<file path="src/rtl/game_pkg.sv">
// Shared game definitions: FSM encoding, play-field limits and coordinate width.
package game_pkg;

  localparam int COORD_W = 10;

  // Play-field limits in pixels.
  localparam int Y_TOP = 30;
  localparam int X_MIN = 150;
  localparam int X_MAX = 800;

  typedef enum logic [1:0] {
    ST_IDLE     = 2'd0,
    ST_FLYING   = 2'd1,
    ST_COOLDOWN = 2'd2
  } state_t;

endpackage

</file>
<file path="src/rtl/tick_gen.sv">
// Modulo-DIV counter that emits a one-cycle tick on its last count while enabled.
module tick_gen #(
  parameter int DIV = 4
) (
  input  logic clk,
  input  logic rst,
  input  logic en,
  input  logic clr,
  output logic tick
);

  localparam int CW = (DIV > 1) ? $clog2(DIV) : 1;
  localparam logic [CW-1:0] LAST = CW'(DIV - 1);

  logic [CW-1:0] cnt;

  assign tick = en && (cnt == LAST);

  // Count 0..DIV-1 while enabled; a clear restarts the period from zero.
  always_ff @(posedge clk or negedge rst) begin
    if (!rst) begin
      cnt <= '0;
    end else if (clr) begin
      cnt <= '0;
    end else if (en) begin
      cnt <= (cnt == LAST) ? '0 : cnt + 1'b1;
    end
  end

endmodule

</file>
<file path="src/rtl/tank_bullet.sv">
// Player tank projectile: launches from the tank on a fire edge, climbs one
// pixel every STEP_DIV cycles and retires at the top row or on a monster hit.
module tank_bullet #(
  parameter int STEP_DIV     = 4,
  parameter int Y_TOP        = game_pkg::Y_TOP,
  parameter int COOLDOWN_CYC = 8
) (
  input  logic                         clk,
  input  logic                         rst,
  input  logic                         up,
  input  logic [game_pkg::COORD_W-1:0] xpos_tank,
  input  logic [game_pkg::COORD_W-1:0] ypos_tank,
  input  logic                         hit,
  output logic [game_pkg::COORD_W-1:0] xpos_bullet,
  output logic [game_pkg::COORD_W-1:0] ypos_bullet,
  output logic                         bullet_active,
  output logic                         bullet_hit,
  output logic                         bullet_done
);

  import game_pkg::*;

  localparam int CD_W = (COOLDOWN_CYC > 1) ? $clog2(COOLDOWN_CYC) : 1;
  localparam logic [CD_W-1:0]    CD_LAST = CD_W'(COOLDOWN_CYC - 1);
  localparam logic [COORD_W-1:0] Y_LIM   = COORD_W'(Y_TOP);

  state_t               state_q, state_d;
  logic [COORD_W-1:0]   xpos_q, xpos_d;
  logic [COORD_W-1:0]   ypos_q, ypos_d;
  logic                 active_q, active_d;
  logic                 hit_q, hit_d;
  logic                 done_q, done_d;
  logic [CD_W-1:0]      cd_q, cd_d;
  logic                 up_q;
  logic                 fire;
  logic                 step_tick;
  logic                 step_clr;

  // A button already held when it was last sampled is not a new shot.
  assign fire = up & ~up_q;

  tick_gen #(
    .DIV (STEP_DIV)
  ) u_step (
    .clk  (clk),
    .rst  (rst),
    .en   (state_q == ST_FLYING),
    .clr  (step_clr),
    .tick (step_tick)
  );

  // Next-state and next-output logic for the bullet life cycle.
  always_comb begin
    // NOTE: every signal gets a default first so no path leaves it unassigned (no latches).
    state_d  = state_q;
    xpos_d   = xpos_q;
    ypos_d   = ypos_q;
    active_d = active_q;
    hit_d    = 1'b0;
    done_d   = 1'b0;
    cd_d     = cd_q;
    step_clr = 1'b0;

    case (state_q)
      ST_IDLE: begin
        if (fire) begin
          xpos_d   = xpos_tank;
          ypos_d   = ypos_tank;
          active_d = 1'b1;
          step_clr = 1'b1;
          state_d  = ST_FLYING;
        end
      end

      ST_FLYING: begin
        // A hit outranks both the climb step and top-row retirement.
        if (hit) begin
          hit_d    = 1'b1;
          active_d = 1'b0;
          cd_d     = '0;
          state_d  = ST_COOLDOWN;
        end else if (step_tick) begin
          if (ypos_q <= Y_LIM) begin
            done_d   = 1'b1;
            active_d = 1'b0;
            cd_d     = '0;
            state_d  = ST_COOLDOWN;
          end else begin
            ypos_d = ypos_q - 1'b1;
          end
        end
      end

      ST_COOLDOWN: begin
        if (cd_q == CD_LAST) begin
          cd_d    = '0;
          state_d = ST_IDLE;
        end else begin
          cd_d = cd_q + 1'b1;
        end
      end

      default: begin
        state_d  = ST_IDLE;
        active_d = 1'b0;
      end
    endcase
  end

  // State, position and pulse registers; all outputs come straight from here.
  always_ff @(posedge clk or negedge rst) begin
    // NOTE: sequential state uses non-blocking assignments so every register updates from pre-edge values.
    if (!rst) begin
      state_q  <= ST_IDLE;
      xpos_q   <= '0;
      ypos_q   <= '0;
      active_q <= 1'b0;
      hit_q    <= 1'b0;
      done_q   <= 1'b0;
      cd_q     <= '0;
      // Held high through reset so a button pressed at release does not fire.
      up_q     <= 1'b1;
    end else begin
      state_q  <= state_d;
      xpos_q   <= xpos_d;
      ypos_q   <= ypos_d;
      active_q <= active_d;
      hit_q    <= hit_d;
      done_q   <= done_d;
      cd_q     <= cd_d;
      up_q     <= up;
    end
  end

  assign xpos_bullet   = xpos_q;
  assign ypos_bullet   = ypos_q;
  assign bullet_active = active_q;
  assign bullet_hit    = hit_q;
  assign bullet_done   = done_q;

endmodule

</file>
<file path="config.mk">
export PLATFORM = sky130hd
export DESIGN_NAME = tank_bullet
export DESIGN_NICKNAME = d
export VERILOG_FILES = /design/src/rtl/game_pkg.sv /design/src/rtl/tick_gen.sv /design/src/rtl/tank_bullet.sv
export SDC_FILE = /design/constraint.sdc
export NUM_CORES = 1
export LEC_CHECK = 0
export ABC_AREA = 1
export CORE_ASPECT_RATIO = 2
export CORE_MARGIN = 4
export CORE_UTILIZATION = 31
export CTS_CLUSTER_DIAMETER = 30
export DETAILED_ROUTE_END_ITERATION = 10
export DONT_BUFFER_PORTS = 1
export PLACE_DENSITY = 0.51
export SLEW_MARGIN = 15
export SYNTH_ARGS = -nofsm -noshare
export SYNTH_HDL_FRONTEND = slang
export SYNTH_HIERARCHICAL = 1
export SYNTH_SLANG_ARGS = --single-unit
</file>
<file path="constraint.sdc">
create_clock -name clk -period 2.4 [get_ports clk]
set_input_delay 0.24 -clock clk [delete_from_list [all_inputs] [get_ports clk]]
set_output_delay 0.24 -clock clk [all_outputs]
set_load 0.01 [all_outputs]
</file>
==> impl_metrics.csv, run 1 <==
group,metric,value,unit
status,outcome,"finished clean",
yosys,yosysWarnings,6,
placement,place_ws,0.535,ns
cells_and_area,antenna_cells,0,
yosys,syn_area,1760,um2
yosys,synth.most_common_cell,"nand2_1",
critical_path,worstSetupStartpointType,"register",
floorplanning,initial_core_util,0.322,
clock_network,clk_latency,0.29,ns
yosys,syn_inst,234,
critical_path,worstSetupPathType,"reg2reg",
yosys,synth_common_cells,"106 x nand2_1, 30 x dfrtp_1, 22 x inv_1, 17 x nor2_1, 14 x nand3_1",
yosys,async_flop_share,1.00,
yosys,ys_types,27,
yosys,synth-edff-count,0,
detailed_routing,first_pass_iters,4,
sta,finalSetupTns,0,ns
clock_network,post-cts-setup-buffer-count,0,
critical_path,worstPathArrival,2.07,ns
sta,skew,0.00398,ns
worst_hold_path,min_path_type,"in2reg",
cells_and_area,fillCellCount,596,
yosys,synth_ff_type,"dfrtp_1",
placement,dpl.hpwl,3210,um
placement,gp_congestion,0.768,
clock_network,post_cts_resized,0,
grt,antenna_found_initial,0,
floorplanning,rows,38,
detailed_routing,drt_iter0_drc,57,
grt,grtUsageTotal,0.127,
floorplanning,core-area,5470,um2
grt,grt_pass1_wl,6530,um
placement,place_area,1840,um2
sta,setup_viol,0,
detailed_routing,vias_per_cell,4.76,
sta,rsz0062_at_grt,"no",
pwr,switching_share,0.450,
pwr,finalPower,2.64,mW
cells_and_area,synthToLayoutAreaGrowth,13.3,%
yosys,synth_area_per_cell,7.53,um2
clock_network,cts-root-buf,"clkbuf_8",
detailed_routing,post-route-drc-count,0,
yosys,ys_seq_area_frac,0.441,
clock_network,cts_tree,"yes",
clock_network,clockBufferDepth,2,
sta,final_max_slew_viol_count,0,
critical_path,crit_path_end_kind,"register",
sta,finalCritPeriodShare,0.770,
pwr,p_seq_frac,0.386,
pwr,p_leak,1.06,nW
cells_and_area,drive_above_1_share,0.122,
clock_network,cts_buffers,5,
critical_path,cp.required,2.62,ns
detailed_routing,route.antenna.remaining_nets,0,
yosys,synth_area_leaders,"dfrtp_1 43%, nand2_1 23%, ha_1 6.4%, inv_1 4.7%, nand3_1 4.0%",
detailed_routing,vias,1453,
sta,relSlewSlack,0.740,
pwr,p_sw,1.19,mW
pwr,ir_drop,0.000553,V
flow_run,maxCapViolCount,0,
clock_network,clock-sinks,31,
sta,fin_crit,1.85,ns
grt,grt_max_degree,32,
floorplanning,fp.dieH,115,um
detailed_routing,wl_per_cell,13.8,um
sta,worst_slew_pin_slew,0.390,ns
critical_path,crit_fanout,14,
floorplanning,ios,47,
grt,grt-ovfl-total,0,
yosys,synth_top_cell_by_area,"dfrtp_1",
sta,fmax,541,MHz
grt,grt_pass1_vias,1447,
floorplanning,die_w,61.3,um
sta,setup_slack,0.552,ns
cells_and_area,final_area,2000,um2
sta,hold_violations,0,
placement,portBuffers,0,
pwr,power_density,1320,nW/um2
pwr,p_clk_frac,0.205,
detailed_routing,routed_wl,4200,um
clock_network,cts_htree_levels,2,
pwr,p_comb_frac,0.409,
cells_and_area,nets,277,
yosys,netlist.area_leader.share,0.426,
clock_network,clk_pin_slew_worst_paths,0.07,ns
yosys,synth_nets,267,
yosys,synth-seq-cells,31,
pwr,p_int,1.45,mW
floorplanning,die_area,7030,um2
state kept, by name (all words and copies together), names as in the netlist, 2 cells and up:
name	count
cd_q	3
state_q	2
u_step/cnt	2
xpos_bullet	10
ypos_bullet	10
power by group through the flow:
stage / combinational [mW] / clock, mW / sequential, mW
2_1_floorplan: 0.876 / 0 / 0.977
3_5_place_dp: 1.09 / 0 / 1.04
4_1_cts: 1.11 / 0.564 / 1.03
3_3_place_gp: 1.08 / 0 / 1.03
5_1_grt: 1.25 / 0.579 / 1.05
6_report: 1.08 / 0.541 / 1.02
layout make-up:
cell class                      count  area (um2)  share of cell area
Clock buffer                        6        82.6              0.0414
Clock inverter                      2        35.0              0.0175
Inverter                           26         100              0.0501
Multi-Input combinational cell    174         865               0.433
Sequential cell                    31         777               0.389
Tap cell                           60        75.1              0.0376
Timing Repair Buffer                6        62.6              0.0313
metrics by stage:
stage / hold WS, ns / instances / util
final: 0.0540 / 305 / 0.365
after global routing: 0.0510 / 305 / 0.365
after CTS: 0.0412 / 305 / 0.365
after detailed placement: -0.0546 / 294 / 0.336
after global placement: -0.0546 / 294 / 0.336
after floorplan: -0.0556 / 234 / -
worst max-delay path: stages (launching register included):
cell and delay [ns]:
dfrtp_1 0.40, inv_1 0.10, ha_1 0.40, nand2_1 0.09, inv_1 0.06, inv_1 0.08, o22ai_2 0.17, nand3_4 0.15
inv_4 0.18, nand2_1 0.09, o21ai_2 0.05
layout by cell type, fill, tap and decap left out, types with 3 or more instances in the layout:
cell type / count
nand2_2: 3
inv_1: 22
nand2_1: 106
nor2_1: 17
nand3_1: 14
o21ai_0: 6
ha_1: 9
o21ai_2: 5
buf_4: 3
clkbuf_8: 6
dfrtp_1: 30
final timing paths:
kind                             endpoint  slack [ns]  cells after the start        from
min                            bullet_hit        0.05                      2         hit
min in group asynchronous  ypos_bullet[3]        0.41                      2         rst
min reg2reg                       cd_q[1]        0.48                      2     cd_q[1]
max in group asynchronous            up_q        1.74                      2         rst
max reg2reg                ypos_bullet[0]        0.55                     10  state_q[1]
max                        ypos_bullet[0]        0.55                     10  state_q[1]
per-layer routing:
layer,vias to the layer above,share of wire,global-route usage
met4,0,0.033,0.0825
met3,13,0.062,0.0327
met1,655,0.34,0.118
met2,44,0.56,0.227
li1,741,-,-
met5,-,0,0
kinds of logic after synthesis:
logic type / share of synthesized area
buf+inv: 0.0688
flops: 0.441
compound gates: 0.0703
simple gates: 0.356
fa+ha+maj: 0.0639
repair_timing:
action / CTS / global route
hold buffers: 3 / 0
endpoints found under the setup margin: 0 / 0
hold endpoints to repair: 32 / 0
Note: power is estimated with default switching activity, not from simulation.
==> inputs of run 2 (changes only) <==
==> constraint.sdc (replaced) <==
create_clock -name clk -period 1.9 [get_ports clk]
set_input_delay 0.19 -clock clk [delete_from_list [all_inputs] [get_ports clk]]
set_output_delay 0.19 -clock clk [all_outputs]
set_load 0.01 [all_outputs]
==> impl_metrics.csv, run 2 (synthesized netlist as in run 1, its figures left out) <==
group,metric,value,unit
status,outcome,"finished clean",
pwr,ir_drop,0.000702,V
floorplanning,rows,38,
cells_and_area,antenna_cells,0,
cells_and_area,mostFrequentLayoutCell,"nand2_1",
critical_path,worstPathArrival,1.93,ns
cells_and_area,final_core_utilization,0.378,
cells_and_area,synthToLayoutAreaGrowth,17.4,%
flow_run,maxCapViolCount,0,
sta,finalSetupTns,0,ns
floorplanning,initial_core_util,0.322,
placement,place_ws,0.148,ns
floorplanning,fp.dieH,115,um
floorplanning,ios,47,
cells_and_area,nets,283,
clock_network,clk_pin_slew_worst_paths,0.07,ns
cells_and_area,drive_above_1_share,0.127,
sta,finalCritPeriodShare,0.901,
sta,hold_violations,0,
clock_network,cts_htree_levels,2,
floorplanning,die_w,61.3,um
sta,setup_viol,0,
detailed_routing,vias,1481,
clock_network,cts_tree,"yes",
floorplanning,die_area,7030,um2
critical_path,worstSetupPathType,"reg2reg",
sta,worst_slew_pin_slew,0.280,ns
critical_path,slowest_stage,"dfrtp_1",
detailed_routing,first_pass_iters,4,
worst_hold_path,holdPathStages,2,
cells_and_area,final_area,2070,um2
critical_path,crit_chain,"inv_1 -> ha_1 -> buf_12 -> nand2_2 -> o22ai_2 -> nand3_4 -> inv_4 -> nand2_1 -> o21ai_2",
grt,grt_pass1_vias,1537,
placement,portBuffers,0,
sta,skew,0.00617,ns
placement,dpl.hpwl,3180,um
clock_network,cts_buffers,5,
sta,relSlewSlack,0.812,
clock_network,clockBufferDepth,2,
floorplanning,core-area,5470,um2
cells_and_area,fillCellCount,586,
clock_network,clk_latency,0.29,ns
critical_path,reg2reg_depth,9,
grt,grtUsageTotal,0.134,
placement,gp_congestion,0.795,
detailed_routing,drt_iter0_drc,49,
clock_network,post-cts-setup-buffer-count,0,
grt,grt_pass1_wl,6970,um
critical_path,worstSetupStartpointType,"register",
worst_hold_path,min_path_type,"in2reg",
critical_path,cp.required,2.12,ns
clock_network,cts-root-buf,"clkbuf_8",
detailed_routing,post-route-drc-count,0,
sta,setup_slack,0.187,ns
sta,fmax,584,MHz
grt,grt-ovfl-total,0,
critical_path,crit_path_max_incr_delay,0.40,ns
pwr,power_density,1640,nW/um2
placement,place_area,1860,um2
clock_network,clock-sinks,31,
sta,rsz0062_at_grt,"no",
sta,final_max_slew_viol_count,0,
critical_path,crit_path_end_kind,"register",
detailed_routing,vias_per_cell,4.76,
cells_and_area,final_cell_mix,"106 x nand2_1, 30 x dfrtp_1, 22 x inv_1",
detailed_routing,route.antenna.remaining_nets,0,
critical_path,crit_fanout,18,
pwr,p_leak,1.09,nW
grt,grt_max_degree,32,
grt,antenna_found_initial,0,
sta,fin_crit,1.71,ns
detailed_routing,wl_per_cell,13.6,um
detailed_routing,routed_wl,4230,um
run 2: timing repair:
item / CTS / global route
hold endpoints to repair: 37 / 0
gates resized for setup: 0 / 1
hold buffers: 8 / 0
endpoints found under the setup margin: 0 / 1
run 2: area by class of cell:
type	instances	area (um2)	share of cell area
repair buffers	12	133	0.0641
well taps	60	75.1	0.0363
clock buffers	6	82.6	0.0399
flip-flops and latches	31	777	0.375
inverters	26	100	0.0484
clock inverters	2	35.0	0.0169
multi-input cells	174	867	0.419
run 2: worst max-delay path: cells and delay by family (launching register included):
kind / cells / cell delay [ns]
buffers and inverters: 3 / 0.47
DFF: 1 / 0.40
and+or+nand+nor: 3 / 0.32
adders and majority gates: 1 / 0.23
AOI/OAI and AO/OA: 2 / 0.20
run 2: report_power, final:
part | switching (mW) | internal [mW]
clock network | 0.262 | 0.424
logic | 0.914 | 0.519
registers | 0.345 | 0.932
total | 1.52 | 1.88
run 2: worst paths after layout:
check / from / endpoint / slack, ns
setup / recovery: state_q[1] / ypos_bullet[1] / 0.19
setup reg to reg: state_q[1] / ypos_bullet[1] / 0.19
min in group asynchronous: rst / ypos_bullet[4] / 0.39
hold / removal: xpos_tank[2] / xpos_bullet[2] / 0.02
hold reg to reg: cd_q[2] / cd_q[2] / 0.48
max in group asynchronous: rst / up_q / 1.28
run 2: through the flow:
stage	std cells	hold WS, ns	power (mW)
2_1_floorplan	234	-0.106	2.34
3_3_place_gp	295	-0.105	2.70
3_5_place_dp	295	-0.105	2.73
4_1_cts	311	0.000448	3.47
5_1_grt	311	0.00282	3.72
6_report	311	0.0168	3.40
run 2: per-layer routing:
layer,up-vias,GRT usage,part of all wire
met1,684,0.118,0.33
met3,6,0.0418,0.065
met2,38,0.254,0.58
met5,-,0,0
li1,753,-,-
met4,0,0.0651,0.022
==> inputs of run 3 (changes only) <==
--- a/config.mk
+++ b/config.mk
@@ -6,15 +6,14 @@
 export NUM_CORES = 1
 export LEC_CHECK = 0
 export ABC_AREA = 1
-export CORE_ASPECT_RATIO = 2
+export CORE_ASPECT_RATIO = 1.4
 export CORE_MARGIN = 4
 export CORE_UTILIZATION = 31
 export CTS_CLUSTER_DIAMETER = 30
 export DETAILED_ROUTE_END_ITERATION = 10
 export DONT_BUFFER_PORTS = 1
 export PLACE_DENSITY = 0.51
-export SLEW_MARGIN = 15
+export SLEW_MARGIN = 20
 export SYNTH_ARGS = -nofsm -noshare
 export SYNTH_HDL_FRONTEND = slang
-export SYNTH_HIERARCHICAL = 1
 export SYNTH_SLANG_ARGS = --single-unit
==> impl_metrics.csv, run 3 <==
group,metric,value,unit
status,outcome,"finished clean",
yosys,syn_area,1630,um2
worst_hold_path,min_path_type,"in2reg",
yosys,ys_seq_area_frac,0.475,
yosys,synth.most_common_cell,"nand2_1",
placement,gp_congestion,0.793,
critical_path,worstPathArrival,1.82,ns
placement,place_inst,282,
detailed_routing,drt_iter0_drc,30,
detailed_routing,first_pass_iters,4,
critical_path,worstSetupStartpointType,"register",
clock_network,post_cts_resized,0,
detailed_routing,route.antenna.remaining_nets,0,
grt,grtUsageTotal,0.126,
critical_path,cp.required,2.12,ns
yosys,synth-seq-cells,31,
grt,grt_max_degree,32,
floorplanning,initial_core_util,0.317,
cells_and_area,final_core_utilization,0.367,
yosys,synth_area_per_cell,7.50,um2
critical_path,crit_start,"ypos_bullet[0]",
clock_network,clk_latency,0.28,ns
sta,fin_crit,1.61,ns
floorplanning,core-area,5160,um2
critical_path,critPathCapture,"ypos_bullet[3]",
grt,grt_pass1_wl,6430,um
pwr,power_density,1720,nW/um2
critical_path,reg2reg_from,"ypos_bullet[0]",
sta,skew,0.00545,ns
cells_and_area,synthToLayoutAreaGrowth,15.9,%
detailed_routing,routed_wl,3760,um
cells_and_area,nets,256,
detailed_routing,post-route-drc-count,0,
floorplanning,die_area,6510,um2
grt,grt-ovfl-total,0,
clock_network,clock-sinks,31,
sta,fmax,622,MHz
yosys,synth_area_leaders,"dfrtp_1 46%, nand2_1 22%, nor2_1 5.1%, nand3_1 4.3%, inv_1 4.1%",
placement,dpl.hpwl,2820,um
yosys,synth_nets,247,
placement,place_ws,0.269,ns
pwr,ir_drop,0.000694,V
floorplanning,die_w,69.4,um
sta,hold_violations,0,
yosys,ys_types,23,
yosys,synth_top_cell_by_area,"dfrtp_1",
clock_network,clk_pin_slew_worst_paths,0.07,ns
yosys,async_flop_share,1.00,
detailed_routing,wl_per_cell,12.8,um
clock_network,cts_tree,"yes",
cells_and_area,fillCellCount,552,
floorplanning,rows,31,
critical_path,regToRegEndpoint,"ypos_bullet[3]",
yosys,netlist.area_leader.share,0.459,
sta,final_max_slew_viol_count,0,
cells_and_area,fin_cells,294,
yosys,synth_ff_type,"dfrtp_1",
clock_network,post-cts-setup-buffer-count,0,
sta,finalCritPeriodShare,0.846,
pwr,p_leak,0.976,nW
critical_path,worstSetupPathType,"reg2reg",
clock_network,cts_hold_buf,4,
worst_hold_path,holdPathStages,2,
sta,rsz0062_at_grt,"no",
critical_path,reg2reg_depth,9,
yosys,syn_inst,218,
grt,grt_pass1_vias,1452,
clock_network,cts_htree_levels,2,
flow_run,maxCapViolCount,0,
cells_and_area,mostFrequentLayoutCell,"nand2_1",
sta,worst_slew_pin_slew,0.469,ns
detailed_routing,vias,1346,
placement,portBuffers,0,
critical_path,crit_fanout,11,
detailed_routing,vias_per_cell,4.58,
yosys,synth-edff-count,0,
clock_network,cts-root-buf,"clkbuf_8",
cells_and_area,drive_above_1_share,0.114,
sta,setup_viol,0,
critical_path,r2r_setup_slack,0.29,ns
sta,setup_slack,0.293,ns
floorplanning,fp.dieH,93.9,um
grt,antenna_found_initial,0,
critical_path,crit_path_end_kind,"register",
yosys,yosysWarnings,0,
clock_network,cts_buffers,5,
floorplanning,ios,47,
sta,finalSetupTns,0,ns
cells_and_area,final_cell_mix,"94 x nand2_1, 30 x dfrtp_1, 22 x nor2_1",
sta,relSlewSlack,0.687,
clock_network,clockBufferDepth,2,
cells_and_area,antenna_cells,0,
yosys,synth_common_cells,"94 x nand2_1, 30 x dfrtp_1, 22 x nor2_1, 18 x inv_1, 14 x nand3_1",
-- run 3: where the power goes --
part	total [mW]	leakage, nW	internal (mW)	switching, mW
logic	1.14	0.524	0.410	0.733
clock network	0.784	0.0644	0.523	0.261
registers	1.32	0.388	0.947	0.378
total	3.25	0.976	1.88	1.37
-- run 3: worst min path at each step --
| stage | startpoint | to | slack [ns] |
|---|---|---|---|
| after floorplan | rst | bullet_active | -0.11 |
| after global placement | rst | ypos_bullet[7] | -0.10 |
| after detailed placement | rst | ypos_bullet[7] | -0.10 |
| after CTS | xpos_tank[5] | xpos_bullet[5] | 0.002 |
| after global routing | xpos_tank[1] | xpos_bullet[1] | 0.006 |
| final | xpos_tank[7] | xpos_bullet[7] | 0.02 |
-- run 3: worst max-delay path, stage by stage, from the launching register on --
cell and delay (ns):
dfrtp_1 0.41, inv_1 0.15, ha_1 0.23, nor2_1 0.09, nand2_1 0.09, nand3_2 0.13
nand2_4 0.09, inv_2 0.20, nand2_1 0.10, o21ai_2 0.06
-- run 3: routing by layer --
layer	share of wire	track usage	vias up
li1	-	-	693
met1	0.39	0.125	605
met2	0.52	0.233	41
met3	0.069	0.0439	7
met4	0.021	0.0570	0
met5	0	0	-
-- run 3: cells by family (layout without fill, tap and decap cells) --
kind of cell             count (synthesis)  count (layout)  share of synthesized area
AND/OR/NAND/NOR                        140             140                      0.358
flip-flops                              31              31                      0.476
buffers and inverters                   24              34                     0.0612
AO/OA/AOI/OAI                           18              18                     0.0666
adder cells (fa/ha/maj)                  5               5                     0.0383
-- run 3: layout make-up --
cell class | instances | area, um2 | share of cell area
sequential | 31 | 777 | 0.410
multi-input combinational | 163 | 757 | 0.400
tap | 66 | 82.6 | 0.0436
inverter | 20 | 75.1 | 0.0397
clock buffer | 5 | 68.8 | 0.0364
clock inverter | 3 | 67.6 | 0.0357
timing repair buffer | 6 | 65.1 | 0.0344
-- run 3: stage by stage --
step / cell area (um2) / hold slack [ns] / power [mW]
floorplan: 1630 / -0.106 / 2.22
global placement: 1710 / -0.105 / 2.47
detailed placement: 1710 / -0.105 / 2.50
CTS: 1890 / 0.00200 / 3.33
global route: 1890 / 0.00647 / 3.56
finish: 1890 / 0.0163 / 3.25
